## config.mk

```make
export PLATFORM = sky130hd
export DESIGN_NAME = page_sel
export DESIGN_NICKNAME = d
export VERILOG_FILES = /design/src/rtl/page_sel.sv
export SDC_FILE = /design/constraint.sdc
export NUM_CORES = 1
export LEC_CHECK = 0
export CAP_MARGIN = 30
export CORE_AREA = 4 4 109 132
export DETAILED_ROUTE_END_ITERATION = 10
export DIE_AREA = 0 0 113 136
export DONT_BUFFER_PORTS = 1
export GPL_TIMING_DRIVEN = 0
export HOLD_SLACK_MARGIN = 0.05
export MAX_ROUTING_LAYER = met4
export PLACE_DENSITY = 0.63
export SLEW_MARGIN = 5
export SYNTH_ARGS = -nofsm -noshare
export SYNTH_HDL_FRONTEND = slang
export SYNTH_SLANG_ARGS = --single-unit
```

## constraint.sdc

```tcl
create_clock -name clk -period 3.1 [get_ports clk]
set_input_delay 0.62 -clock clk [delete_from_list [all_inputs] [get_ports clk]]
set_output_delay 0.62 -clock clk [all_outputs]
set_load 0.1 [all_outputs]
```

## src/rtl/page_sel.sv

```systemverilog
// Front-panel page controller: debounces 20 active-low buttons, keeps a sticky
// page selection with optional auto-scroll, and drives active-low page selects.
module page_sel #(
    parameter int          DEB_CYCLES   = 50000,
    parameter int          SCROLL_TICKS = 500,
    parameter logic [19:0] PAGE_MASK    = 20'h3FFF8
) (
    input  logic        clk,
    input  logic        rst_n,
    input  logic [19:0] btn_n,
    input  logic        auto_en,
    output logic [19:0] sel_n,
    output logic [4:0]  page,
    output logic        tick
);

    localparam int DW = (DEB_CYCLES > 1) ? $clog2(DEB_CYCLES) : 1;
    localparam int SW = (SCROLL_TICKS > 1) ? $clog2(SCROLL_TICKS) : 1;
    localparam logic [DW-1:0] DEB_MAX   = DW'(DEB_CYCLES - 1);
    localparam logic [SW-1:0] SCR_MAX   = SW'(SCROLL_TICKS - 1);
    localparam logic [4:0]    HOME_PAGE = 5'd31;

    typedef enum logic [1:0] {
        S_HOME   = 2'd0,
        S_HOLD   = 2'd1,
        S_SCROLL = 2'd2
    } state_t;

    function automatic logic [4:0] lowest_set(input logic [19:0] v);
        logic [4:0] idx;
        idx = HOME_PAGE;
        for (int i = 19; i >= 0; i--) begin
            if (v[i]) idx = 5'(i);
        end
        return idx;
    endfunction

    localparam logic [4:0] FIRST_PAGE = lowest_set(PAGE_MASK);

    // First enabled page strictly above p, wrapping to the lowest enabled page.
    function automatic logic [4:0] next_enabled(input logic [4:0] p);
        logic [4:0] idx;
        logic       found;
        idx   = FIRST_PAGE;
        found = 1'b0;
        for (int i = 0; i < 20; i++) begin
            if (!found && (i > int'(p)) && PAGE_MASK[i]) begin
                idx   = 5'(i);
                found = 1'b1;
            end
        end
        return idx;
    endfunction

    logic [19:0]   r_sync1, r_sync2;
    logic [19:0]   r_hist0, r_hist1;
    logic [19:0]   r_pressed;
    logic [19:0]   r_evt;
    logic [DW-1:0] r_div;
    logic          r_tick;
    logic          w_wrap;
    logic [19:0]   w_all_low, w_all_high, w_pressed_nxt, w_rise;

    // The incoming sample plus the two previous ones form the 3-deep history.
    assign w_wrap        = (r_div == DEB_MAX);
    assign w_all_low     = ~(r_hist1 | r_hist0 | r_sync2);
    assign w_all_high    = r_hist1 & r_hist0 & r_sync2;
    assign w_pressed_nxt = (r_pressed | w_all_low) & ~w_all_high;
    assign w_rise        = w_pressed_nxt & ~r_pressed & PAGE_MASK;

    // NOTE: reset is synchronous, so it is just the first branch of the clocked block.
    always_ff @(posedge clk) begin
        if (!rst_n) begin
            r_sync1   <= '1;
            r_sync2   <= '1;
            r_hist0   <= '1;
            r_hist1   <= '1;
            r_pressed <= '0;
            r_evt     <= '0;
            r_div     <= '0;
            r_tick    <= 1'b0;
        end else begin
            r_sync1 <= btn_n;
            r_sync2 <= r_sync1;
            r_div   <= w_wrap ? '0 : r_div + 1'b1;
            r_tick  <= w_wrap;
            if (w_wrap) begin
                r_hist0   <= r_sync2;
                r_hist1   <= r_hist0;
                r_pressed <= w_pressed_nxt;
                r_evt     <= w_rise;
            end else begin
                r_evt     <= '0;
            end
        end
    end

    state_t        r_state, w_state_nxt;
    logic [4:0]    r_page, w_page_nxt;
    logic [SW-1:0] r_scnt, w_scnt_nxt;
    logic [19:0]   r_sel_n, w_sel_nxt;
    logic          w_evt_any;
    logic [4:0]    w_evt_idx;

    assign w_evt_any = |r_evt;
    assign w_evt_idx = lowest_set(r_evt);

    // NOTE: every always_comb output gets a default first so no path infers a latch.
    always_comb begin
        w_state_nxt = r_state;
        w_page_nxt  = r_page;
        w_scnt_nxt  = r_scnt;
        case (r_state)
            S_HOME: begin
                if ((PAGE_MASK != '0) && auto_en) begin
                    w_state_nxt = S_SCROLL;
                    w_page_nxt  = w_evt_any ? w_evt_idx : FIRST_PAGE;
                    w_scnt_nxt  = '0;
                end else if (w_evt_any) begin
                    w_state_nxt = S_HOLD;
                    w_page_nxt  = w_evt_idx;
                end
            end
            S_HOLD: begin
                if (auto_en) begin
                    w_state_nxt = S_SCROLL;
                    w_scnt_nxt  = '0;
                    if (w_evt_any) w_page_nxt = w_evt_idx;
                end else if (w_evt_any) begin
                    if (w_evt_idx == r_page) begin
                        w_state_nxt = S_HOME;
                        w_page_nxt  = HOME_PAGE;
                    end else begin
                        w_page_nxt  = w_evt_idx;
                    end
                end
            end
            S_SCROLL: begin
                if (!auto_en) begin
                    w_state_nxt = S_HOLD;
                    w_scnt_nxt  = '0;
                    if (w_evt_any) w_page_nxt = w_evt_idx;
                end else if (w_evt_any) begin
                    w_page_nxt = w_evt_idx;
                    w_scnt_nxt = '0;
                end else if (r_tick) begin
                    if (r_scnt == SCR_MAX) begin
                        w_page_nxt = next_enabled(r_page);
                        w_scnt_nxt = '0;
                    end else begin
                        w_scnt_nxt = r_scnt + 1'b1;
                    end
                end
            end
            default: begin
                w_state_nxt = S_HOME;
                w_page_nxt  = HOME_PAGE;
                w_scnt_nxt  = '0;
            end
        endcase

        for (int i = 0; i < 20; i++) begin
            w_sel_nxt[i] = !((w_state_nxt != S_HOME) && (w_page_nxt == 5'(i)));
        end
    end

    always_ff @(posedge clk) begin
        if (!rst_n) begin
            r_state <= S_HOME;
            r_page  <= HOME_PAGE;
            r_scnt  <= '0;
            r_sel_n <= '1;
        end else begin
            r_state <= w_state_nxt;
            r_page  <= w_page_nxt;
            r_scnt  <= w_scnt_nxt;
            r_sel_n <= w_sel_nxt;
        end
    end

    assign sel_n = r_sel_n;
    assign page  = r_page;
    assign tick  = r_tick;

endmodule
```

## Yosys cells after proc, flatten, opt, wreduce, memory -nomap -nowiden

Index checks and enable logic that the tools add are counted.
Widths: inputs -> output; s select.

- Output and inout bits: 26
- Word-level logic and storage cells: 285
- Bits of input ports: 23
- Register bits after elaboration: 173

- Eq/ne operators: 26
- Bitwise gates (word level): 11
- Multiplexer cells: 142
- Add/subtract/negate cells: 2
- Reduce and logical (&&, ||, !) cells: 76
- Magnitude comparators: 15

Operators with widths:

| cell | count |
|---|---|
| $mux 5 | 39 |
| $mux 1 | 84 |
| $and 20x20->20 | 3 |
| $or 20x20->20 | 3 |
| $mux 9 | 5 |
| $eq 5x4->1 const B | 8 |
| $gt 4x5->1 const A | 8 |
| $not 20->20 | 2 |
| $logic_and 1x1->1 | 34 |
| $logic_not 1->1 | 34 |
| $eq 5x3->1 const B | 4 |
| $eq 5x5->1 const B | 4 |
| $gt 3x5->1 const A | 4 |
| $reduce_or 20->1 | 1 |
| $and 18x18->18 | 1 |
| $not 18->18 | 1 |
| $pmux 9 s2 | 1 |
| $add 16x1->16 const B | 1 |
| $eq 16x16->1 const B | 1 |
| $mux 4 | 4 |
| $pmux 5 s3 | 1 |
| $mux 2 | 6 |
| $eq 5x2->1 const B | 2 |
| $gt 5x5->1 const A | 2 |
| other kinds (17) | 19 |

## Depth between registers and ports, before layout

Gate-level depths: netlist (run 1).

- Depth after elaboration: 122
- Depth in mapped cells: 11
- Gate-level depth less buffers: 9

## Worst setup path after synthesis (run 1)

OpenSTA, ideal clock, no wires.

- Kind: register -> register
- Start point: register r_page[0], in the netlist page[0]
- End point: register r_sel_n[18], in the netlist sel_n[18]
- Arrival: 2591 ps
- Setup time: 129 ps
- Stages on the path, launching flop included: 9
- Setup slack: 380 ps
- Path through: dfxtp_1 clkbuf_1 or4_1 o32a_1 nand3_1 o41ai_2 nand3_2 nor3b_2 nand3_1

- Longest elaborated chain between the ends: 122
- Elaborated cells between the ends (all ways): 160
- Those cells by class: order compare (15); eq/ne (2); mux (112); reduce/logical (31)

Ends and longest elaborated chain:

| element | line | RTL |
|---|---|---|
| from (decl) | 99 | `logic [4:0] r_page, w_page_nxt;` |
| from (signal assigned) | 175 | `r_page <= w_page_nxt;` |
| $gt 2x5->1 | 47 | `if (!found && (i > int'(p)) && PAGE_MASK[i]) begin` |
| $mux 1 | 47 |  |
| $mux 1 | 147 | `if (r_scnt == SCR_MAX) begin` |
| $mux 1 | 146 | `end else if (r_tick) begin` |
| $mux 1 | 143 | `end else if (w_evt_any) begin` |
| $mux 1 | 139 | `if (!auto_en) begin` |
| $mux 1 | 113 | `case (r_state)` |
| $logic_not 1->1 | 47 |  |
| [106 not listed] | n/a |  |
| $mux 5 | 147 |  |
| $mux 5 | 146 |  |
| $mux 5 | 143 |  |
| $mux 5 | 139 |  |
| $pmux 5 s3 | 113 |  |
| $eq 5x5->1 | 163 | `w_sel_nxt[i] = !((w_state_nxt != S_HOME) && (w_page_nxt == 5'(i)));` |
| $logic_and 1x1->1 * | 163 |  |
| $logic_not 1->1 * | 163 |  |
| to (signal assigned) | 177 | `r_sel_n <= w_sel_nxt;` |
| to (decl) | 101 | `logic [19:0] r_sel_n, w_sel_nxt;` |

Every way passes the cells marked *; elsewhere a longest branch is shown, timed or not. The select of a mux whose other input is x is not followed.
A chain may end at the register's enable or synchronous reset.

## Worst setup path after layout (run 1)

- Start point: register r_page[4], in the netlist page[4]
- End point: register r_sel_n[2], in the netlist sel_n[2]

- Longest elaborated chain between the ends: 122
- Elaborated cells between the ends (all ways): 160
- Those cells by class: order compare (15); eq/ne (2); mux (112); reduce/logical (31)

Ends and longest elaborated chain:

| element | line |
|---|---|
| $gt 2x5->1 | 47 |
| $mux 1 | 47 |
| $mux 1 | 147 |
| $mux 1 | 146 |
| $mux 1 | 143 |
| $mux 1 | 139 |
| $mux 1 | 113 |
| $logic_not 1->1 | 47 |
| [106 not listed] | n/a |
| $mux 5 | 147 |
| $mux 5 | 146 |
| $mux 5 | 143 |
| $mux 5 | 139 |
| $pmux 5 s3 | 113 |
| $eq 5x2->1 | 163 |
| $logic_and 1x1->1 * | 163 |
| $logic_not 1->1 * | 163 |

Marked as above.

==> impl_metrics.toml, run 1 <==
[synthesis]
yosys.area_share.simple_pct = 32.7
synth_ff_type = "dfxtp_1"
synthAdderAreaFrac_pct = 0.429
synth-compound-area-share_pct = 11.1
ys_seq_elements = 143
synth_mux_area_share_pct = 0
synthXorXnorAreaFrac_pct = 3.91
synthDistinctLibCells = 68
postSynthCellCount = 666
syn_area_sq_um = 5830
ys.warnings.count = 0
async_reset_ff_share_pct = 0
synth_top_family_by_area = "simple AND/OR/NAND/NOR gates"
syn_avg_cell_area_sq_um = 8.75
synth-edff-count = 0
syn-num-nets = 691
ys_seq_area_share_pct = 49.1

[setup_path]
r2r_slack_ns = 0.21
crit_slowest_cell = "dfxtp_1"
cp_data_required_time_ns = 3.39
path_max_fanout = 10
worst-setup-path-type = "reg2reg"
critPathArrivalTime_ns = 3.18
slowest_delay_ns = 0.95
critPathLaunchType = "flop"
path_cells = "clkbuf_1, nor2b_1, nand2_1, a211oi_1, a211oi_2, nand2_1, nand3b_2, a21oi_2, nand3b_1"
path_buf_inv = 1
crit_end = "sel_n[2]$_SDFF_PN1_"
path_depth = 9
critPathLaunch = "page[4]$_SDFF_PN1_"
rr_endpoint = "sel_n[2]$_SDFF_PN1_"
path_common_cell = "nand2_1"
end_kind = "flop"
r2r_cells = 9
r2r_start = "page[4]$_SDFF_PN1_"
crit_family = "flip-flops"

[sta]
min_period_ns = 2.89
timing.final.ws_setup_ns = 0.205
timing.final.max_slew_violations = 0
finalCritPeriodShare_pct = 93.4
max_freq_ghz = 0.345
setup_viol = 0
tightest_slew_ns = 0.969
skew_ns = 0.00836
final-hold-violation-count = 0
slew_headroom_pct = 35.3
rsz0062_at_grt = "no"

[global_routing]
grt_pass1_vias = 4498
grt_pass1_wl_microns = 21400
track_usage_pct = 18.0
antenna_found_initial = 0
grt_max_degree = 17
overflow = 0

[floorplan]
start_util_pct = 44.6
io_pins = 49
die_w_microns = 113
die-height_microns = 136
core_sq_um = 13100
dieArea_sq_um = 15400
rows = 46

[drt]
via_per_inst = 5.46
ant_nets = 0
wl_per_cell_microns = 15.1
vias = 4743
first_pass_iters = 5
drc_errors = 0
drt_iter0_drc = 351
routed_wl_microns = 13100

[pwr]
p_per_area_nw_per_um2 = 601
ir_drop_mv = 0.406
leakage_nw = 2.57
total_power_mw = 3.98

[place]
dp.cells = 836
gp_congestion = 0.893
hpwl_microns = 9320
port_buffers = 0
pre_cts_slack_ns = -0.0119

[clocking]
cts.path.max_buffers = 2
cts_sinks = 143
clock_latency_ns = 0.42
cts_tree = "built"
clk_pin_slew_worst_paths_ns = 0.06
clockRootBuffer = "clkbuf_16"
tritoncts.num_buffers = 17
htree_levels = 4
postCtsHoldBufs = 0

[flow_run]
maxCapViolCount = 0

[worst_hold_path]
hold_class = "in2reg"
hold_depth = 1

[finish]
num-nets-final = 712
syn2layout_area_growth_pct = 13.8
num_antenna_cells = 0
drive_above_1_share_pct = 8.71
layout.cells.non_filler = 868

[outcome]
outcome = "completed"
sequential cells by signal (all words and copies together) (netlist names):
name	count
tick	1
r_pressed	15
r_evt	15
r_sync1	15
r_div	16
page	5
r_scnt	9
sel_n	20
r_hist0	15
r_hist1	15
r_sync2	15
r_state	2
per-layer routing:
layer,GRT usage (%),up-vias,routed length [microns]
met4,6.68,0,229
met3,4.59,20,661
met5,-,-,0
li1,-,2364,-
met2,31.2,117,6570
met1,20.0,2242,5630
worst reg2reg max path, delay by kind of cell (launching register included):
| kind | cells | cell delay [ns] |
|---|---|---|
| flops | 1 | 0.95 |
| simple gates | 5 | 0.74 |
| compound gates | 3 | 0.70 |
| buf+inv | 1 | 0.38 |
where the power goes:
part           leakage [nW]  internal (mW)  switching (mW)  total (mW)
combinational          1.14         0.0570           0.102       0.159
clock                 0.270           1.12           0.768        1.89
sequential             1.16           1.87          0.0619        1.93
cell families after synthesis:
family / count (synthesis)
adders and majority gates: 2
buffers and inverters: 41
DFF: 143
xor gates and xnor gates: 26
AOI/OAI and AO/OA: 98
and+or+nand+nor: 356
Yosys cell counts (3+ instances only):
cell type | count | area share (%)
a21boi_0 | 3 | 0.39
a21oi_1 | 21 | 1.8
a21oi_2 | 4 | 0.60
a31oi_1 | 3 | 0.32
and2_1 | 18 | 1.9
and3_1 | 12 | 1.3
and3b_1 | 3 | 0.45
and4_1 | 4 | 0.60
clkbuf_1 | 30 | 1.9
dfxtp_1 | 143 | 49
inv_1 | 7 | 0.45
nand2_1 | 110 | 7.1
nand2b_1 | 35 | 3.8
nand3_1 | 52 | 4.5
nand3_2 | 3 | 0.52
nand4_1 | 13 | 1.4
nor2_1 | 56 | 3.6
nor3_1 | 5 | 0.43
nor3b_1 | 3 | 0.39
nor4_1 | 4 | 0.43
nor4b_1 | 15 | 2.3
o21ai_0 | 26 | 2.2
o21ai_1 | 11 | 0.94
o31ai_1 | 3 | 0.39
or3_1 | 3 | 0.32
or4_1 | 4 | 0.52
xnor2_1 | 13 | 2.0
xor2_1 | 13 | 2.0
per-stage QoR:
stage	util (%)	hold slack, ns	area [sq um]	TNS, ns
after floorplan	-	0.386	5830	0
after global placement	46.2	0.392	6040	-0.00389
after detailed placement	46.4	0.391	6070	-0.0339
after CTS	50.7	0.284	6630	0
after global routing	50.7	0.285	6630	0
final	50.7	0.300	6630	0
final cells by class:
cell class                 instances  area (sq um)
inverter                           8          30.0
fill                            1205          6440
tap                              168           210
clock inverter                    13           113
buffer                            33           133
sequential                       143          2870
clock buffer                      19           443
timing repair buffer               2          31.3
multi-input combinational        482          2800
how the worst min path moves through the flow:
stage	from	to
after floorplan	r_sync1[10]$_SDFF_PN1_	r_sync2[10]$_SDFF_PN1_
after CTS	btn_n[3]	r_sync1[3]$_SDFF_PN1_
after global placement	r_sync1[12]$_SDFF_PN1_	r_sync2[12]$_SDFF_PN1_
after detailed placement	r_sync1[15]$_SDFF_PN1_	r_sync2[15]$_SDFF_PN1_
after global routing	btn_n[7]	r_sync1[7]$_SDFF_PN1_
final	btn_n[3]	r_sync1[3]$_SDFF_PN1_
what timing repair did:
action                     in CTS  in global routing
gates resized for setup         2                  2
pin swaps                       0                  1
buffers inserted                0                  0
gates cloned                    0                  0
setup endpoints to repair       6                 19
cell usage in the layout, fill, tap and decap left out, types with 3 or more instances in the layout:
| cell type | instances |
|---|---|
| or4_1 | 4 |
| a21boi_0 | 3 |
| and4_1 | 4 |
| nor3b_1 | 3 |
| inv_1 | 7 |
| a31oi_1 | 3 |
| nand2_1 | 110 |
| nand3_1 | 52 |
| clkbuf_1 | 31 |
| dfxtp_1 | 139 |
| clkbuf_16 | 17 |
| inv_6 | 3 |
| nand3_2 | 3 |
| nor3_1 | 5 |
| and2_1 | 18 |
| nand4_1 | 13 |
| a21oi_1 | 21 |
| xnor2_1 | 13 |
| nor2_1 | 56 |
| nand2b_1 | 35 |
| clkinv_2 | 5 |
| nor4b_1 | 15 |
| a21oi_2 | 4 |
| and3b_1 | 3 |
| nor4_1 | 4 |
| dfxtp_2 | 4 |
| and3_1 | 12 |
| o21ai_0 | 26 |
| clkinvlp_4 | 3 |
| o31ai_1 | 3 |
| o21ai_1 | 11 |
| xor2_1 | 13 |
| or3_1 | 3 |
Power figures use the tool's default switching activity.
==> run 2: changes to the inputs <==
SLEW_MARGIN = unset   (was 5)
==> run 2 against run 1 <==
Net effect: cell count decreased by 0.12%; power up 11%; routed wire length grew 0.22%; fmax decreased by 1.0%; first-iteration DRC count is 13% lower; sequential power hardly changed; clock power grew 23%; via count fell by 1.1%; flip-flop and latch count unchanged; register-to-register slack got worse by 0.03 ns.
==> impl_metrics.toml, run 2 (synthesis results as in run 1) <==
[sta]
setup-tns-final_ns = 0
timing.final.max_slew_violations = 0
timing.final.ws_setup_ns = 0.175
min_period_ns = 2.93
tightest_slew_ns = 0.971
setup_viol = 0
slew_headroom_pct = 35.2
final-hold-violation-count = 0
finalCritPeriodShare_pct = 94.4
rsz0062_at_grt = "no"
skew_ns = 0.0103
max_freq_ghz = 0.342

[pwr]
leakage_nw = 2.63
p_per_area_nw_per_um2 = 653
ir_drop_mv = 0.436

[global_routing]
track_usage_pct = 18.3
grt-busiest-layer = "met2"
grt_max_degree = 17
met2_usage_pct = 32.0
grtUsageMet1_pct = 20.0
grt_pass1_wl_microns = 21900
gr-usage-met3_pct = 3.78
grt_pass1_vias = 4556
antenna_found_initial = 0
overflow = 0

[setup_path]
critPathLaunch = "page[4]$_SDFF_PN1_"
rr_endpoint = "sel_n[2]$_SDFF_PN1_"
critPathArrivalTime_ns = 3.22
critPathLaunchType = "flop"
crit_end = "sel_n[2]$_SDFF_PN1_"
worst-setup-path-type = "reg2reg"
r2r_start = "page[4]$_SDFF_PN1_"
r2r_cells = 9
path_max_fanout = 10
end_kind = "flop"
r2r_slack_ns = 0.17
cp_data_required_time_ns = 3.39

[drt]
wl_per_cell_microns = 15.1
first_pass_iters = 6
drt_iter0_drc = 304
via_per_inst = 5.41
vias = 4691
ant_nets = 0
routed_wl_microns = 13100
drc_errors = 0

[finish]
multi_input_area_sq_um = 2800
drive_above_1_share_pct = 8.87
num-nets-final = 712
num_antenna_cells = 0
utilization_pct = 51.7
final_common_cell = "dfxtp_1"
seqCellArea_sq_um = 2870
largest_register_ffs = 20
final_cell_mix = "139 x dfxtp_1, 109 x nand2_1, 56 x nor2_1, 52 x nand3_1, 35 x nand2b_1"
syn2layout_area_growth_pct = 16.0
fillers = 1167
layout.cells.non_filler = 867

[clocking]
cts.path.max_buffers = 2
clock_latency_ns = 0.42
clockRootBuffer = "clkbuf_16"
htree_levels = 4
cts_tree = "built"
postCtsHoldBufs = 0
cts_setup_buffers = 0
tritoncts.num_buffers = 17
clk_pin_slew_worst_paths_ns = 0.06
cts_sinks = 143

[worst_hold_path]
hold_class = "in2reg"

[flow_run]
maxCapViolCount = 0

[floorplan]
start_util_pct = 44.6
dieArea_sq_um = 15400
io_pins = 49
die_w_microns = 113
die-height_microns = 136
rows = 46
core_sq_um = 13100

[place]
dp.cells = 836
port_buffers = 0
pre_cts_slack_ns = -0.0201
hpwl_microns = 9330
gp_congestion = 0.893

[outcome]
outcome = "completed"
==> run 2: area by class of cell <==
| type | count | area share, % |
|---|---|---|
| Clock buffer | 19 | 6.70 |
| Multi-Input combinational cell | 482 | 41.5 |
| Buffer | 33 | 1.96 |
| Tap cell | 168 | 3.11 |
| Sequential cell | 143 | 42.4 |
| Timing Repair Buffer | 2 | 0.463 |
| Clock inverter | 12 | 3.37 |
| Inverter | 8 | 0.444 |
==> run 2: per-layer routing <==
metal	part of all wire, %	vias up
li1	-	2357
met1	44	2202
met2	50	111
met3	3.7	21
met4	2.4	0
met5	0	-
==> run 2: critical path, cell delays in order (launching register included) <==
cell,delay [ns]
dfxtp_1,0.95
clkbuf_1,0.38
nor2b_1,0.12
nand2_1,0.09
a211oi_1,0.07
a211oi_2,0.47
nand2_1,0.19
nand3b_2,0.24
a21oi_2,0.19
nand3b_1,0.09
==> run 2: how the worst min path moves through the flow <==
| stage | startpoint | endpoint | cells past startpoint |
|---|---|---|---|
| after floorplan | r_sync1[10]$_SDFF_PN1_ | r_sync2[10]$_SDFF_PN1_ | 1 |
| after global placement | r_sync1[12]$_SDFF_PN1_ | r_sync2[12]$_SDFF_PN1_ | 1 |
| after detailed placement | r_sync1[13]$_SDFF_PN1_ | r_sync2[13]$_SDFF_PN1_ | 1 |
| after CTS | btn_n[13] | r_sync1[13]$_SDFF_PN1_ | 1 |
| after global routing | btn_n[9] | r_sync1[9]$_SDFF_PN1_ | 1 |
| final | btn_n[3] | r_sync1[3]$_SDFF_PN1_ | 1 |
==> run 2: repair_timing <==
| action | in CTS | in global routing |
|---|---|---|
| gates resized for setup | 2 | 3 |
| pin swaps | 0 | 1 |
| endpoints found under the setup margin | 6 | 17 |
==> run 2: stage by stage <==
step	hold WS (ns)	cell area, sq um	total power [mW]
floorplan	0.386	5830	2.09
finish	0.299	6760	4.41
global placement	0.392	6040	2.13
detailed placement	0.391	6070	2.13
CTS	0.286	6750	4.45
global route	0.288	6760	4.55
==> run 2: power by group <==
part	total [mW]	leakage, nW	internal, mW	switching, mW
Clock	2.32	0.331	1.56	0.765
Combinational	0.159	1.14	0.0571	0.102
Sequential	1.93	1.16	1.87	0.0618
==> run 3: changes to the inputs <==
ABC_CLOCK_PERIOD_IN_PS = 3100   (was unset)
==> results of run 3 <==
The final DEF is identical to that of run 2; final timing and power are the same.
